### src/rtl/deconv1_module.sv
// deconv1_module: 1-D transposed convolution over a small block of frames.
// A start request captures the input frames. One input frame is then
// scattered per cycle into per-channel accumulators. A final cycle rounds,
// sums across input channels, adds the bias and saturates into the
// registered result.
module deconv1_module #(
  parameter int DATA_WIDTH       = 16,
  parameter int FRACTIONAL_BITS  = 8,
  parameter int NUM_IN_CHANNELS  = 1,
  parameter int NUM_OUT_CHANNELS = 2,
  parameter int KERNEL_SIZE      = 3,
  parameter int STRIDE           = 2,
  parameter int PADDING          = 1,
  parameter int OUTPUT_PADDING   = 1,
  parameter int NUM_IN_FRAMES    = 4,
  localparam int NUM_OUT_FRAMES  = (NUM_IN_FRAMES - 1) * STRIDE - 2 * PADDING
                                   + KERNEL_SIZE + OUTPUT_PADDING,
  parameter logic signed [DATA_WIDTH-1:0] WEIGHTS [NUM_IN_CHANNELS][NUM_OUT_CHANNELS][KERNEL_SIZE] =
    '{'{'{16'sd64, 16'sd128, 16'sd64}, '{16'sd256, 16'sd0, -16'sd128}}},
  parameter logic signed [DATA_WIDTH-1:0] BIASES [NUM_OUT_CHANNELS] = '{16'sd0, 16'sd16}
) (
  input  logic                         clk,
  input  logic                         rst_n,
  input  logic                         i_start,
  input  logic signed [DATA_WIDTH-1:0] i_data [NUM_IN_CHANNELS][NUM_IN_FRAMES],
  output logic                         o_busy,
  output logic                         o_done_tick,
  output logic signed [DATA_WIDTH-1:0] o_result [NUM_OUT_CHANNELS][NUM_OUT_FRAMES]
);

  // Accumulators are wide enough that a full scatter can never wrap.
  localparam int ACC_W   = 2 * DATA_WIDTH + 8;
  // The cross-channel sum needs headroom for every input channel plus the bias.
  localparam int SUM_W   = ACC_W + $clog2(NUM_IN_CHANNELS + 1) + 1;
  localparam int FRAME_W = (NUM_IN_FRAMES > 1) ? $clog2(NUM_IN_FRAMES) : 1;

  localparam logic signed [ACC_W-1:0] ROUND_CONST = ACC_W'(longint'(1) << (FRACTIONAL_BITS - 1));
  localparam longint SAT_MAX = (longint'(1) << (DATA_WIDTH - 1)) - 1;
  localparam longint SAT_MIN = -(longint'(1) << (DATA_WIDTH - 1));

  typedef enum logic [1:0] {
    IDLE,
    SCATTER,
    FINALIZE
  } state_t;

  state_t state_reg, state_next;
  logic   start_accept;

  logic [FRAME_W-1:0]          frame_reg;
  logic                        done_reg;
  logic signed [DATA_WIDTH-1:0] data_reg   [NUM_IN_CHANNELS][NUM_IN_FRAMES];
  logic signed [ACC_W-1:0]      acc_reg    [NUM_IN_CHANNELS][NUM_OUT_CHANNELS][NUM_OUT_FRAMES];
  logic signed [ACC_W-1:0]      acc_next   [NUM_IN_CHANNELS][NUM_OUT_CHANNELS][NUM_OUT_FRAMES];
  logic signed [DATA_WIDTH-1:0] result_reg [NUM_OUT_CHANNELS][NUM_OUT_FRAMES];
  logic signed [DATA_WIDTH-1:0] result_next[NUM_OUT_CHANNELS][NUM_OUT_FRAMES];

  // State register; reset aborts any computation in flight.
  always_ff @(posedge clk or negedge rst_n) begin
    if (!rst_n) begin
      state_reg <= IDLE;
    end else begin
      state_reg <= state_next;
    end
  end

  // Next-state logic. Starts are only honoured from IDLE, so a request made
  // during the done cycle launches the next block immediately.
  always_comb begin
    state_next   = state_reg;
    start_accept = 1'b0;
    case (state_reg)
      IDLE: begin
        if (i_start) begin
          start_accept = 1'b1;
          state_next   = SCATTER;
        end
      end
      SCATTER: begin
        if (frame_reg == FRAME_W'(NUM_IN_FRAMES - 1)) begin
          state_next = FINALIZE;
        end
      end
      FINALIZE: begin
        state_next = IDLE;
      end
      default: begin
        state_next = IDLE;
      end
    endcase
  end

  // Scatter the current frame. Each output position gathers the kernel taps
  // that land on it this cycle. Taps that fall outside the output window
  // never match any position, so they are dropped.
  always_comb begin
    acc_next = acc_reg;
    for (int ic = 0; ic < NUM_IN_CHANNELS; ic++) begin
      for (int oc = 0; oc < NUM_OUT_CHANNELS; oc++) begin
        for (int o = 0; o < NUM_OUT_FRAMES; o++) begin
          for (int k = 0; k < KERNEL_SIZE; k++) begin
            if (int'(frame_reg) * STRIDE + k - PADDING == o) begin
              acc_next[ic][oc][o] = acc_next[ic][oc][o]
                                  + ACC_W'(data_reg[ic][frame_reg]) * ACC_W'(WEIGHTS[ic][oc][k]);
            end
          end
        end
      end
    end
  end

  // Finalize: round each channel's accumulator, sum the channels, add the
  // bias and clamp to the sample range.
  for (genvar gi = 0; gi < NUM_OUT_CHANNELS; gi++) begin : g_oc
    for (genvar go = 0; go < NUM_OUT_FRAMES; go++) begin : g_of
      logic signed [SUM_W-1:0]      sum;
      logic signed [ACC_W-1:0]      rounded;
      logic signed [DATA_WIDTH-1:0] sat;

      // Round-half-up followed by an arithmetic (flooring) shift, then clamp.
      always_comb begin
        sum     = SUM_W'(BIASES[gi]);
        rounded = '0;
        for (int ic = 0; ic < NUM_IN_CHANNELS; ic++) begin
          rounded = (acc_reg[ic][gi][go] + ROUND_CONST) >>> FRACTIONAL_BITS;
          sum     = sum + SUM_W'(rounded);
        end
        if (sum > SUM_W'(SAT_MAX)) begin
          sat = DATA_WIDTH'(SAT_MAX);
        end else if (sum < SUM_W'(SAT_MIN)) begin
          sat = DATA_WIDTH'(SAT_MIN);
        end else begin
          sat = sum[DATA_WIDTH-1:0];
        end
      end

      assign result_next[gi][go] = sat;
    end
  end

  // Datapath registers. The input is captured on the start edge so later
  // input changes are ignored. The result is only written when leaving
  // FINALIZE, so it updates in a single edge and is never partially written.
  always_ff @(posedge clk or negedge rst_n) begin
    if (!rst_n) begin
      frame_reg <= '0;
      done_reg  <= 1'b0;
      for (int ic = 0; ic < NUM_IN_CHANNELS; ic++) begin
        for (int i = 0; i < NUM_IN_FRAMES; i++) begin
          data_reg[ic][i] <= '0;
        end
        for (int oc = 0; oc < NUM_OUT_CHANNELS; oc++) begin
          for (int o = 0; o < NUM_OUT_FRAMES; o++) begin
            acc_reg[ic][oc][o] <= '0;
          end
        end
      end
      for (int oc = 0; oc < NUM_OUT_CHANNELS; oc++) begin
        for (int o = 0; o < NUM_OUT_FRAMES; o++) begin
          result_reg[oc][o] <= '0;
        end
      end
    end else begin
      done_reg <= 1'b0;
      if (start_accept) begin
        data_reg  <= i_data;
        frame_reg <= '0;
        for (int ic = 0; ic < NUM_IN_CHANNELS; ic++) begin
          for (int oc = 0; oc < NUM_OUT_CHANNELS; oc++) begin
            for (int o = 0; o < NUM_OUT_FRAMES; o++) begin
              acc_reg[ic][oc][o] <= '0;
            end
          end
        end
      end else if (state_reg == SCATTER) begin
        acc_reg   <= acc_next;
        frame_reg <= frame_reg + FRAME_W'(1);
      end else if (state_reg == FINALIZE) begin
        result_reg <= result_next;
        done_reg   <= 1'b1;
      end
    end
  end

  assign o_busy      = (state_reg != IDLE);
  assign o_done_tick = done_reg;
  assign o_result    = result_reg;

endmodule

### config.mk
export PLATFORM = sky130hd
export DESIGN_NAME = deconv1_module
export DESIGN_NICKNAME = d
export VERILOG_FILES = /design/src/rtl/deconv1_module.sv
export SDC_FILE = /design/constraint.sdc
export NUM_CORES = 2
export LEC_CHECK = 0
export CELL_PAD_IN_SITES_DETAIL_PLACEMENT = 1
export CELL_PAD_IN_SITES_GLOBAL_PLACEMENT = 1
export CORE_UTILIZATION = 48
export DETAILED_ROUTE_END_ITERATION = 8
export GPL_ROUTABILITY_DRIVEN = 0
export PLACE_DENSITY_LB_ADDON = 0.1
export SYNTH_ARGS = -nofsm -noshare
export SYNTH_HDL_FRONTEND = slang
export SYNTH_SLANG_ARGS = --single-unit
### constraint.sdc
create_clock -name clk -period 17.4 [get_ports clk]
set_input_delay 3.48 -clock clk [delete_from_list [all_inputs] [get_ports clk]]
set_output_delay 3.48 -clock clk [all_outputs]
set_load 0.02 [all_outputs]
# After elaboration in Yosys (flattened, before gate mapping)
# Index checks and enable logic that the tools add are counted.
# classes
n_reduce_logical,8
n_bitwise,3
order_cmp,33
add_sub_neg,71
mux,87
n_eq_ne,26
# ops
op,count
$mux W40,40
$mux W640,2
$add A40 B22 Y40,16
$add A40 B9 Y40 const B,16
$mux W16,34
$add A40 B23 Y40,8
$add A40 B24 Y40,8
$add A40 B40 Y40,8
$add A6 B32 Y33 const A,8
$gt A33 B16 Y1 const B,8
$lt A33 B16 Y1 const B,8
$gt A32 B16 Y1 const B,8
$lt A32 B16 Y1 const B,8
$eq A32 B4 Y1 const B,4
$logic_not A32 Y1,3
$eq A32 B3 Y1 const B,2
$eq A5 B4 Y1 const B,8
$neg A16 Y33,1
$bmux W16 S2,1
$eq A32 B2 Y1 const B,1
$eq A5 B3 Y1 const B,4
$eq A5 B2 Y1 const B,2
$sub A4 B1 Y5 const B,2
$mux W2,4
other kinds (16),24
# word_totals
ff_bits,965
input_bits,67
elab_cells,267

# Depth between registers and ports, before layout
# depth
word_depth,12
ltp_mapped,32

# Worst setup path after synthesis
# OpenSTA, ideal clock, no wires.
# synth_path
path_type,flip-flop to flip-flop
start,reg frame_reg[0]
end,reg acc_reg[519] (netlist bit)
setup_time_ns,0.119
period_less_slack_ns,14.574
slack_ns,2.826
path_stages_with_launch,32
n_path_buf,5
arrival_ns,14.455
cell_sequence,dfrtp_1 -> buf_1 -> clkbuf_1 -> o21ai_1 -> inv_1 -> clkbuf_1 -> clkbuf_1 -> buf_1 -> ha_1 -> nand2_1 -> nor2_1 -> a221oi_1 -> o31a_1 -> a21boi_0 -> or2_2 -> a21o_1 -> a211o_1 -> xor2_1 -> mux2_2 -> ha_1 -> and3_1 -> nand3_1 -> or3_1 -> a211oi_1 -> o2111ai_1 -> nand3_1 -> nand3_1 -> a31oi_1 -> xnor2_1 -> a311o_1 -> a21oi_1 -> o21ba_2
# synth_via
elab_chain_cells,12
elab_cells_between_ends,20
classes_between,8 x add/sub; 3 x eq/ne; 8 x mux; 1 x bitwise
# synth_rtl
item,line,text
"start, declared",50,logic [FRAME_W-1:0] frame_reg;
"start signal, assigned",177,frame_reg <= frame_reg + FRAME_W'(1);
$not A2 Y3 (implied by the code),104,+ ACC_W'(data_reg[ic][frame_reg]) * ACC_W'(WEIGHTS[ic][oc][k]);
$bmux W16 S2,104,
$mux W16 (implied by the code) (2 in a row),104,
$add A40 B22 Y40,104,
$mux W40,102,if (int'(frame_reg) * STRIDE + k - PADDING == o) begin
$add A40 B23 Y40,104,
$mux W40,102,
$add A40 B22 Y40,104,
$mux W40 (*),102,
$mux W640 (*),175,end else if (state_reg == SCATTER) begin
$mux W640 (*),165,if (start_accept) begin
"end signal, assigned",176,acc_reg <= acc_next;
"end, declared",53,logic signed [ACC_W-1:0] acc_reg [NUM_IN_CHANNELS][NUM_OUT_CHANNELS][NUM_OUT_FRAMES];
# Mark *: on every way between the ends. The rest lies on a longest branch, timed or not. The select of a mux whose other input is x is not followed.
# A chain may end at the register's enable or synchronous reset.

# Worst setup path in the final report
# layout_path
start,reg frame_reg[0]
end,reg acc_reg[439] (netlist bit)
# Same word-level chain as after synthesis.

==> impl_metrics.prom <==
# TYPE chip_impl_metric gauge
chip_impl_info{name="cts_tree",value="built"} 1
chip_impl_metric{name="syn-cell-area",unit="sq um"} 73400
chip_impl_metric{name="report.final.setup_viol",unit=""} 0
chip_impl_metric{name="h-tree-depth",unit=""} 3
chip_impl_metric{name="via_count_of_the_first_global_routing_pass",unit=""} 75232
chip_impl_info{name="ys.flop_type",value="sky130_fd_sc_hd__dfrtp_1"} 1
chip_impl_metric{name="dp_hpwl",unit="mm"} 196
chip_impl_info{name="outcome",value="complete, no violations"} 1
chip_impl_metric{name="setup-tns-final",unit="ns"} 0
chip_impl_metric{name="cp_max_fo",unit=""} 25
chip_impl_metric{name="wirelength",unit="mm"} 268
chip_impl_info{name="grt_setup_unrepaired",value="no"} 1
chip_impl_metric{name="insertion_delay",unit="ns"} 0.73
chip_impl_metric{name="grt_pass1_wl",unit="mm"} 421
chip_impl_metric{name="via_count",unit=""} 73299
chip_impl_metric{name="cp_num_buf_inv",unit=""} 1
chip_impl_metric{name="dieHeight",unit="um"} 393
chip_impl_info{name="critPathKind",value="reg2reg"} 1
chip_impl_info{name="critPathLaunchType",value="register"} 1
chip_impl_metric{name="core-area",unit="sq um"} 152000
chip_impl_info{name="setup.worst_path.end_class",value="register"} 1
chip_impl_metric{name="num_rows",unit=""} 143
chip_impl_metric{name="max-cap-violations",unit=""} 0
chip_impl_metric{name="fin_worst_skew",unit="ns"} 0.0309
chip_impl_metric{name="cts_resized",unit=""} 0
chip_impl_metric{name="detail_route.vias_per_cell",unit=""} 6.35
chip_impl_metric{name="post_synth_num_cell_types",unit=""} 120
chip_impl_metric{name="area_growth",unit="%"} 10.1
chip_impl_metric{name="drc",unit=""} 0
chip_impl_metric{name="clk_pin_slew_worst_paths",unit="ns"} 0.06
chip_impl_metric{name="syn_area_per_cell",unit="sq um"} 7.84
chip_impl_metric{name="synth_enable_flop_cells",unit=""} 0
chip_impl_metric{name="hold_viol",unit=""} 0
chip_impl_metric{name="drt_iter0_markers",unit=""} 4543
chip_impl_metric{name="largest_register_ffs",unit=""} 400
chip_impl_metric{name="postCtsHoldBufs",unit=""} 0
chip_impl_metric{name="cts_made_buffers",unit=""} 90
chip_impl_metric{name="layout_worst_path_cycle_share",unit=""} 0.474
chip_impl_metric{name="worst_slew_pin_slew",unit="ns"} 1.29
chip_impl_metric{name="max_incr_delay_on_cp",unit="ns"} 0.87
chip_impl_info{name="min_path_type",value="reg2reg"} 1
chip_impl_metric{name="grt_start_max_net_pins",unit=""} 119
chip_impl_metric{name="antenna_found_initial",unit=""} 7
chip_impl_metric{name="async_reset_ff_frac",unit=""} 1.00
chip_impl_info{name="critical-path-top-delay-family",value="compound AO/OA/AOI/OAI gates"} 1
chip_impl_metric{name="yosysWarnings",unit=""} 0
chip_impl_info{name="clk_tree_root_cell",value="sky130_fd_sc_hd__clkbuf_16"} 1
chip_impl_metric{name="initial_utilization",unit=""} 0.483
chip_impl_info{name="slowest_stage",value="sky130_fd_sc_hd__dfrtp_2"} 1
chip_impl_metric{name="fin_nets",unit=""} 10203
chip_impl_metric{name="ant_nets",unit=""} 0
chip_impl_metric{name="worst_slew_margin_rel",unit=""} 0.131
chip_impl_metric{name="clock_sink_count",unit=""} 662
chip_impl_metric{name="worstPathRequired",unit="ns"} 18.04
chip_impl_metric{name="place.port_buffers",unit=""} 264
chip_impl_metric{name="ys_ff_latch",unit=""} 662
chip_impl_metric{name="layout-drive-gt1-share",unit=""} 0.0601
chip_impl_metric{name="cp.arrival",unit="ns"} 8.89
chip_impl_metric{name="die_width",unit="um"} 393
chip_impl_metric{name="timing_max_transition_violations_final",unit=""} 0
chip_impl_metric{name="postCtsSetupBuffers",unit=""} 0
chip_impl_metric{name="grt.total_usage",unit=""} 0.340
chip_impl_metric{name="io_pins",unit=""} 325
chip_impl_metric{name="clock_path_buffers",unit=""} 3
chip_impl_metric{name="min_period",unit="ns"} 8.25
chip_impl_metric{name="overflow_left_after_global_routing",unit=""} 0
chip_impl_metric{name="synth.yosys.seq_area_share",unit=""} 0.226
chip_impl_metric{name="drt_pass1_iterations",unit=""} 5
chip_impl_metric{name="wl_per_cell",unit="um"} 23.2
chip_impl_metric{name="die_area",unit="sq um"} 155000
chip_impl_metric{name="fmax",unit="MHz"} 121
chip_impl_metric{name="syn-instance-count",unit=""} 9367
[through the flow]
step	hold WS [ns]	instance area, sq um	util	setup slack, ns	instances
floorplan	0.440	73600	-	2.83	9426
global placement	0.453	77700	0.512	9.47	11380
detailed placement	0.461	77700	0.512	9.19	11380
CTS	0.477	80900	0.532	9.10	11541
global route	0.499	80900	0.532	8.61	11541
finish	0.469	80900	0.532	9.15	11545
[cell usage in the layout, fill, tap and decap left out, drive strengths merged, types with 37 or more instances in the layout]
master	Yosys	layout
a22oi	41	41
ha	674	674
mux2	152	152
nand4	145	145
and2	66	66
mux2i	98	98
o21a	137	137
and3	96	96
and4	44	44
nor3b	37	37
inv	260	264
a21o	293	293
clkdlybuf4s50	0	263
dfrtp	662	662
nor2	641	641
nor2b	82	82
o31ai	81	81
o211ai	116	116
o21bai	100	100
a211oi	78	78
nor4	76	76
a31oi	86	86
a21oi	698	698
nand2b	106	106
clkbuf	292	118
o22ai	75	75
nand2	1252	1252
o21ai	780	780
buf	148	104
xor2	334	334
nor3	227	227
nand3	299	299
xnor2	525	525
conb	1	60
or3	53	53
[cell usage after synthesis, types with 35 or more instances]
cell type / n / area share
sky130_fd_sc_hd__or3_1: 53 / 0.0045
sky130_fd_sc_hd__nor2_1: 641 / 0.033
sky130_fd_sc_hd__o211ai_1: 116 / 0.012
sky130_fd_sc_hd__nand2_1: 1250 / 0.064
sky130_fd_sc_hd__a22oi_1: 41 / 0.0042
sky130_fd_sc_hd__nor2b_1: 82 / 0.0070
sky130_fd_sc_hd__a31oi_1: 86 / 0.0073
sky130_fd_sc_hd__buf_1: 47 / 0.0024
sky130_fd_sc_hd__inv_1: 259 / 0.013
sky130_fd_sc_hd__o21a_1: 137 / 0.014
sky130_fd_sc_hd__a21o_1: 292 / 0.030
sky130_fd_sc_hd__nand3b_1: 35 / 0.0036
sky130_fd_sc_hd__o31ai_1: 80 / 0.0082
sky130_fd_sc_hd__mux2i_1: 98 / 0.013
sky130_fd_sc_hd__and2_1: 62 / 0.0053
sky130_fd_sc_hd__nor3b_1: 36 / 0.0037
sky130_fd_sc_hd__o21bai_1: 100 / 0.010
sky130_fd_sc_hd__dfrtp_1: 662 / 0.23
sky130_fd_sc_hd__xnor2_1: 523 / 0.062
sky130_fd_sc_hd__and4_1: 43 / 0.0051
sky130_fd_sc_hd__nand2b_1: 106 / 0.0090
sky130_fd_sc_hd__nor3_1: 221 / 0.015
sky130_fd_sc_hd__nand4_1: 141 / 0.012
sky130_fd_sc_hd__mux2_2: 152 / 0.023
sky130_fd_sc_hd__buf_4: 71 / 0.0073
sky130_fd_sc_hd__o21ai_0: 777 / 0.053
sky130_fd_sc_hd__a211oi_1: 78 / 0.0080
sky130_fd_sc_hd__o22ai_1: 68 / 0.0058
sky130_fd_sc_hd__clkbuf_1: 285 / 0.015
sky130_fd_sc_hd__nor4_1: 70 / 0.0060
sky130_fd_sc_hd__and3_1: 96 / 0.0082
sky130_fd_sc_hd__ha_1: 674 / 0.11
sky130_fd_sc_hd__xor2_1: 334 / 0.040
sky130_fd_sc_hd__a21oi_1: 698 / 0.048
sky130_fd_sc_hd__nand3_1: 295 / 0.020
[layout make-up]
type	count	area (sq um)
sequential	662	16600
timing repair buffer	367	3450
tap	2030	2540
inverter	263	1000
fill	18546	71000
clock inverter	43	633
antenna	4	10.0
multi-input combinational	8058	54200
clock buffer	118	2490
[final timing paths]
check / slack (ns) / cells past startpoint / start / end
min in group asynchronous: 2.75 / 1 / rst_n / acc_reg[632]$_DFFE_PN0P_
worst max-delay path: 9.15 / 26 / frame_reg[0]$_DFFE_PN0P_ / acc_reg[439]$_DFFE_PN0P_
worst max register to register: 9.15 / 26 / frame_reg[0]$_DFFE_PN0P_ / acc_reg[439]$_DFFE_PN0P_
worst min-delay path: 0.47 / 2 / data_reg[40]$_DFFE_PN0P_ / data_reg[40]$_DFFE_PN0P_
worst min register to register: 0.47 / 2 / data_reg[40]$_DFFE_PN0P_ / data_reg[40]$_DFFE_PN0P_
max in group asynchronous: 11.49 / 4 / rst_n / frame_reg[0]$_DFFE_PN0P_
[per-layer routing]
metal / track usage / share of wire / vias to the layer above / wire (um)
li1: - / - / 34382 / -
met1: 0.434 / 0.43 / 36457 / 116000
met2: 0.560 / 0.46 / 1912 / 123000
met3: 0.0527 / 0.061 / 546 / 16300
met4: 0.156 / 0.046 / 2 / 12400
met5: 0 / 0.000041 / - / 11
[tightest hold or removal path, delay by kind of cell, from the launching register on]
family | cells | cell delay, ns
DFF | 1 | 0.34
and+or+nand+nor | 2 | 0.10
[kinds of logic (layout without fill, tap and decap cells)]
kind of cell,after synthesis,count (layout),share of synthesized area
adder cells (fa/ha/maj),694,694,0.120
other,1,64,0.0000511
flip-flops,662,662,0.226
AO/OA/AOI/OAI,2908,2908,0.254
XOR/XNOR,859,859,0.103
buffers and inverters,706,791,0.0417
multiplexers,265,265,0.0413
AND/OR/NAND/NOR,3272,3272,0.214
Power is not shown: default switching activity piles up to over one toggle a cycle in this logic, so the estimate is an artifact.
